**config.mk**
```make
export PLATFORM = sky130hd
export DESIGN_NAME = fpu_add_seq_ctrl
export DESIGN_NICKNAME = d
export VERILOG_FILES = /design/src/rtl/fpu_add_seq_ctrl.sv
export SDC_FILE = /design/constraint.sdc
export NUM_CORES = 1
export LEC_CHECK = 0
export CORE_AREA = 2 2 164 166
export CTS_CLUSTER_SIZE = 24
export DETAILED_ROUTE_END_ITERATION = 16
export DIE_AREA = 0 0 166 168
export REMOVE_ABC_BUFFERS = 1
export SLEW_MARGIN = 20
export SYNTH_ARGS = -nofsm -noshare
export SYNTH_HDL_FRONTEND = slang
export SYNTH_SLANG_ARGS = --single-unit
```
**constraint.sdc**
```tcl
create_clock -name clk -period 9.8 [get_ports clk]
set_input_delay 1.96 -clock clk [delete_from_list [all_inputs] [get_ports clk]]
set_output_delay 1.96 -clock clk [all_outputs]
set_load 0.005 [all_outputs]
```
**src/rtl/fpu_add_seq_ctrl.sv**
```systemverilog
// Sequential binary32 add/subtract: one operand pair per handshake, stepped through
// align, add, normalise and pack on a shared 25-bit mantissa path.
module fpu_add_seq_ctrl (
  input  logic        clk,
  input  logic        rst_n,
  input  logic        in_valid,
  output logic        in_ready,
  input  logic [31:0] in_a,
  input  logic [31:0] in_b,
  input  logic        in_sub,
  input  logic        flush,
  output logic        out_valid,
  input  logic        out_ready,
  output logic [31:0] out_result,
  output logic [2:0]  out_flags
);

  typedef enum logic [2:0] {StIdle, StAlign, StAdd, StNorm, StDone} state_e;

  state_e      state_q, state_d;
  logic        sign_q, sign_d;
  logic        eff_sub_q, eff_sub_d;
  logic [7:0]  exp_q, exp_d;
  logic [7:0]  dist_q, dist_d;
  logic [24:0] ma_q, ma_d;
  logic [24:0] mb_q, mb_d;
  logic        neg_zero_q, neg_zero_d;
  logic        spec_q, spec_d;
  logic        spec_nan_q, spec_nan_d;
  logic        spec_inv_q, spec_inv_d;
  logic [31:0] res_q, res_d;
  logic [2:0]  flags_q, flags_d;

  // Operand decode for the accept cycle
  logic        sa, sb, a_nan, b_nan, a_inf, b_inf, swap;
  logic [7:0]  ea, eb, hi_e, lo_e;
  logic [24:0] ma_in, mb_in, hi_m, lo_m;

  always_comb begin
    sa    = in_a[31];
    sb    = in_b[31] ^ in_sub;
    ea    = in_a[30:23];
    eb    = in_b[30:23];
    a_nan = (ea == 8'hFF) && (in_a[22:0] != 23'd0);
    b_nan = (eb == 8'hFF) && (in_b[22:0] != 23'd0);
    a_inf = (ea == 8'hFF) && (in_a[22:0] == 23'd0);
    b_inf = (eb == 8'hFF) && (in_b[22:0] == 23'd0);
    // Exp=0 inputs are flushed to a zero mantissa
    ma_in = (ea == 8'd0) ? 25'd0 : {2'b01, in_a[22:0]};
    mb_in = (eb == 8'd0) ? 25'd0 : {2'b01, in_b[22:0]};
    swap  = (eb > ea) || ((eb == ea) && (mb_in > ma_in));
    hi_e  = swap ? eb : ea;
    lo_e  = swap ? ea : eb;
    hi_m  = swap ? mb_in : ma_in;
    lo_m  = swap ? ma_in : mb_in;
  end

  always_comb begin
    state_d    = state_q;
    sign_d     = sign_q;
    eff_sub_d  = eff_sub_q;
    exp_d      = exp_q;
    dist_d     = dist_q;
    ma_d       = ma_q;
    mb_d       = mb_q;
    neg_zero_d = neg_zero_q;
    spec_d     = spec_q;
    spec_nan_d = spec_nan_q;
    spec_inv_d = spec_inv_q;
    res_d      = res_q;
    flags_d    = flags_q;

    unique case (state_q)
      StIdle: begin
        if (in_valid) begin
          eff_sub_d  = (sa != sb);
          exp_d      = hi_e;
          dist_d     = hi_e - lo_e;
          ma_d       = hi_m;
          mb_d       = lo_m;
          neg_zero_d = sa && sb && (ma_in == 25'd0) && (mb_in == 25'd0);
          spec_d     = (ea == 8'hFF) || (eb == 8'hFF);
          spec_inv_d = a_inf && b_inf && (sa != sb);
          spec_nan_d = a_nan || b_nan || (a_inf && b_inf && (sa != sb));
          if ((ea == 8'hFF) || (eb == 8'hFF)) begin
            sign_d = a_inf ? sa : sb;
          end else begin
            sign_d = swap ? sb : sa;
          end
          state_d = StAlign;
        end
      end
      StAlign: begin
        if (spec_q) begin
          res_d   = spec_nan_q ? 32'h7FC0_0000 : {sign_q, 8'hFF, 23'd0};
          flags_d = {spec_inv_q, 2'b00};
          state_d = StDone;
        end else if (dist_q == 8'd0) begin
          state_d = StAdd;
        end else if (dist_q >= 8'd25) begin
          mb_d    = 25'd0;
          state_d = StAdd;
        end else begin
          mb_d   = mb_q >> 1;
          dist_d = dist_q - 8'd1;
          if (dist_q == 8'd1) begin
            state_d = StAdd;
          end
        end
      end
      StAdd: begin
        // Swap at accept guarantees ma_q >= mb_q
        ma_d    = eff_sub_q ? (ma_q - mb_q) : (ma_q + mb_q);
        state_d = StNorm;
      end
      StNorm: begin
        if (ma_q == 25'd0) begin
          res_d   = {neg_zero_q, 31'd0};
          flags_d = 3'b000;
          state_d = StDone;
        end else if (ma_q[24]) begin
          if (exp_q == 8'd254) begin
            res_d   = {sign_q, 8'hFF, 23'd0};
            flags_d = 3'b010;
            state_d = StDone;
          end else begin
            ma_d  = ma_q >> 1;
            exp_d = exp_q + 8'd1;
          end
        end else if (!ma_q[23]) begin
          if (exp_q <= 8'd1) begin
            res_d   = {sign_q, 31'd0};
            flags_d = 3'b001;
            state_d = StDone;
          end else begin
            ma_d  = ma_q << 1;
            exp_d = exp_q - 8'd1;
          end
        end else begin
          res_d   = {sign_q, exp_q, ma_q[22:0]};
          flags_d = 3'b000;
          state_d = StDone;
        end
      end
      StDone: begin
        if (out_ready) begin
          state_d = StIdle;
        end
      end
      default: state_d = StIdle;
    endcase

    if (flush) begin
      state_d = StIdle;
    end
  end

  always_ff @(posedge clk or negedge rst_n) begin
    if (!rst_n) begin
      state_q    <= StIdle;
      sign_q     <= 1'b0;
      eff_sub_q  <= 1'b0;
      exp_q      <= 8'd0;
      dist_q     <= 8'd0;
      ma_q       <= 25'd0;
      mb_q       <= 25'd0;
      neg_zero_q <= 1'b0;
      spec_q     <= 1'b0;
      spec_nan_q <= 1'b0;
      spec_inv_q <= 1'b0;
      res_q      <= 32'd0;
      flags_q    <= 3'd0;
    end else begin
      state_q    <= state_d;
      sign_q     <= sign_d;
      eff_sub_q  <= eff_sub_d;
      exp_q      <= exp_d;
      dist_q     <= dist_d;
      ma_q       <= ma_d;
      mb_q       <= mb_d;
      neg_zero_q <= neg_zero_d;
      spec_q     <= spec_d;
      spec_nan_q <= spec_nan_d;
      spec_inv_q <= spec_inv_d;
      res_q      <= res_d;
      flags_q    <= flags_d;
    end
  end

  assign in_ready   = (state_q == StIdle);
  assign out_valid  = (state_q == StDone);
  assign out_result = res_q;
  assign out_flags  = flags_q;

endmodule

```
==> run summary <==
outcome = finished, final reports clean
Required @ worst endpoint = 10.04 ns
sw frac = 0.482
R2R cell count = 17
Post-synth top flop = dfrtp_1
mapped cell area = 9040 um2
met2 Usage GRT = 0.319
DRT iter0 DRCs = 903
Layout Nets = 1356
Worst Path Arrival = 7.11 ns
area of the multi-input gates = 5920 um2
Worst Hold Path EP = out_result[27]
hold-critical path depth = 1
clk_lat worst skew = 0.37 ns
Seq. cell area = 2730 um2
Critical path buffers and inverters = 1
asr flop ratio synth = 1.00
Post-CTS Resized = 0
Worst Slack Setup Final = 2.93 ns
first-pass GRT wire length = 47.7 mm
synth top area cells = dfrtp_1 (30%), ha_1 (9.0%), nand2_1 (6.9%)
cell class contributing the biggest share of worst-path delay = simple AND/OR/NAND/NOR gates
Reg power frac = 0.271
Worst Max-Slew Pin Slew = 1.12 ns
Ports = 107
post-synth cell types = 60
crit-path max FO = 27
worst r2r dst = ma_q[23]
gr ovfl total = 0
gpl congestion = 0.899
Yosys reg bits = 109
Syn Inst Count = 1163
max-slew violations = 0
Detail Route Antenna Nets = 0
CP Launch Type = input pin
Setup CP Type = in2reg
CTS max path bufs = 2
syn avg cell area = 7.77 um2
worst vdd ir = 0.000168 V
Via density = 5.80
largest net degree at the start of global routing = 64
power density cells = 335 nW/um2
DR DRC count = 0
postcts setup bufs = 0
Reg clk slew, reported paths = 0.08 ns
CTS tree = yes
initial antenna violation count = 1
drt pass-1 iters = 6
HPWL Detailed = 22.5 mm
met3 GRT Util = 0.0421
Worst Hold Class = reg2reg
layout cells sized above 1 = 0.0384
vias post-DR = 9088
Setup violations, final = 0
Final period util = 0.701
chip width = 166 um
CTS Sinks = 109
setup slack, reg-to-reg = 4.46 ns
Area Overhead vs Synth = 17.3%
# fillers = 2681
R2R Path Start = mb_q[1]
met1 global-route usage = 0.304
Comb pwr share = 0.627
Net Sw Power = 0.00171 W
die area = 27900 um2
total number of yosys warnings = 0
final setup TNS = 0 ns
clock share of power = 0.102
Routed WL = 30.3 mm
grt peak-use layer = met2
CP Capture Type = flop
Root Buffer = clkbuf_16
top cell type's share of synthesized area = 0.302
leading cell type by number of instances after synthesis = nand2_1
post-synthesis sequential area ratio = 0.302
Place WS = 2.71 ns
Slew HR = 0.244
CTS Hold Bufs = 0
Num CTS Buffers = 9
unrepaired setup endpoints after global routing = false
Starting Density = 0.343
number of global-route vias before repair = 8585
total leakage power = 4.42 nW
crit-path cells = clkdlybuf4s50_1, nor4_1, nand2_1, and2_1, ha_1, nand4_1, nor4_1, o211ai_1, a2111oi_0, a22oi_1, ha_1, a311oi_1, nand2b_1, mux2i_1, o21ai_0
Max stage delay on crit path = 0.66 ns
synth cell count leaders = nand2_1 (165), nor2_1 (114), dfrtp_1 (109)
Crit-path slowest cell = a2111oi_0
WL/cell = 19.3 um
Final Hold Fails = 0
Max Clock Skew = 0.0168 ns
Max Cap Viol = 0
Core ar. = 26400 um2
number of synthesized flops with an enable pin = 0
Pint = 0.00184 W
IO buf count = 106
Tot GR Track Use = 0.214
diode count = 0
chip height = 168 um
row count = 60
Hold Startpoint = out_result[27]
H-tree depth = 3
Peak Freq = 146 MHz
Period minus WS final = 6.87 ns
Yosys top cell by area = dfrtp_1
[placed cells by master (no fill, tap or decap), types with 5 or more instances in the layout]
| cell | synthesis | routed |
|---|---|---|
| xnor2_1 | 40 | 40 |
| a32o_1 | 5 | 5 |
| clkdlybuf4s50_1 | 0 | 105 |
| o211ai_1 | 6 | 6 |
| dfrtp_1 | 109 | 109 |
| mux2i_1 | 10 | 10 |
| o22ai_1 | 6 | 6 |
| or2_2 | 8 | 8 |
| nor3_1 | 32 | 31 |
| xor2_1 | 9 | 9 |
| a22oi_1 | 11 | 11 |
| inv_1 | 35 | 35 |
| buf_4 | 0 | 10 |
| ha_1 | 65 | 65 |
| or3_1 | 6 | 6 |
| nand2_1 | 165 | 165 |
| nor2b_1 | 7 | 7 |
| a21oi_1 | 101 | 99 |
| a222oi_1 | 14 | 14 |
| a21o_1 | 27 | 27 |
| nand2b_1 | 15 | 15 |
| nand4_1 | 17 | 17 |
| nor4_1 | 26 | 26 |
| a22o_1 | 24 | 24 |
| clkbuf_16 | 0 | 9 |
| o21ai_0 | 81 | 81 |
| a31oi_1 | 22 | 22 |
| a221oi_1 | 24 | 24 |
| nor2_1 | 114 | 111 |
| and2_1 | 26 | 26 |
| nand3_1 | 27 | 27 |
[sequential cells by signal, indices dropped and copies added, names as in the netlist, 3 cells and up]
signal and cells:
dist_q 8, state_q 3, exp_q 8, out_flags 3, mb_q 24, ma_q 25
out_result 32
[stage by stage]
| step | instances | hold slack (ns) | area [um2] | utilization | total power [W] |
|---|---|---|---|---|---|
| after floorplan | 1094 | 0.447 | 8740 | - | 0.00250 |
| after global placement | 1550 | 0.465 | 10300 | 0.392 | 0.00314 |
| after detailed placement | 1550 | 0.465 | 10300 | 0.392 | 0.00316 |
| after CTS | 1566 | 0.480 | 10600 | 0.402 | 0.00354 |
| after global routing | 1566 | 0.495 | 10600 | 0.402 | 0.00388 |
| final | 1566 | 0.478 | 10600 | 0.402 | 0.00355 |
[cell type report]
type	instances	area share
Multi-Input combinational cell	950	0.558
Clock buffer	10	0.0216
Inverter	35	0.0124
Tap cell	341	0.0402
Timing Repair Buffer	115	0.106
Sequential cell	109	0.257
Clock inverter	6	0.00413
[cells by family after synthesis]
logic type               count (synthesis)  synth area share
AND/OR/NAND/NOR                        460             0.236
AO/OA/AOI/OAI                          364             0.262
flip-flops                             109             0.302
buffers and inverters                  104            0.0475
adder cells (fa/ha/maj)                 66            0.0922
XOR/XNOR                                49            0.0475
multiplexers                            11            0.0123
[metal layers]
metal	vias to the layer above	wire length, um	share of wire
met5	-	0	0
met4	0	1090	0.036
met3	56	1860	0.061
met2	326	13100	0.43
met1	4342	14300	0.47
li1	4364	-	-
[worst max-delay path by stage]
stage / start / to / depth (start not counted)
3_3_place_gp: in_b[24] / dist_q[6] / 15
2_1_floorplan: in_b[23] / dist_q[6] / 13
4_1_cts: in_b[24] / dist_q[6] / 15
5_1_grt: in_b[24] / dist_q[6] / 15
3_5_place_dp: in_b[24] / dist_q[6] / 15
6_report: in_b[24] / dist_q[6] / 15
[power groups by stage]
stage / registers, W / logic, W / clock network (W)
2_1_floorplan: 0.000873 / 0.00162 / 0
3_3_place_gp: 0.000961 / 0.00218 / 0
3_5_place_dp: 0.000966 / 0.00219 / 0
4_1_cts: 0.000958 / 0.00221 / 0.000373
5_1_grt: 0.00100 / 0.00249 / 0.000387
6_report: 0.000963 / 0.00222 / 0.000363
No activity file was read; power rests on OpenSTA's default activity.
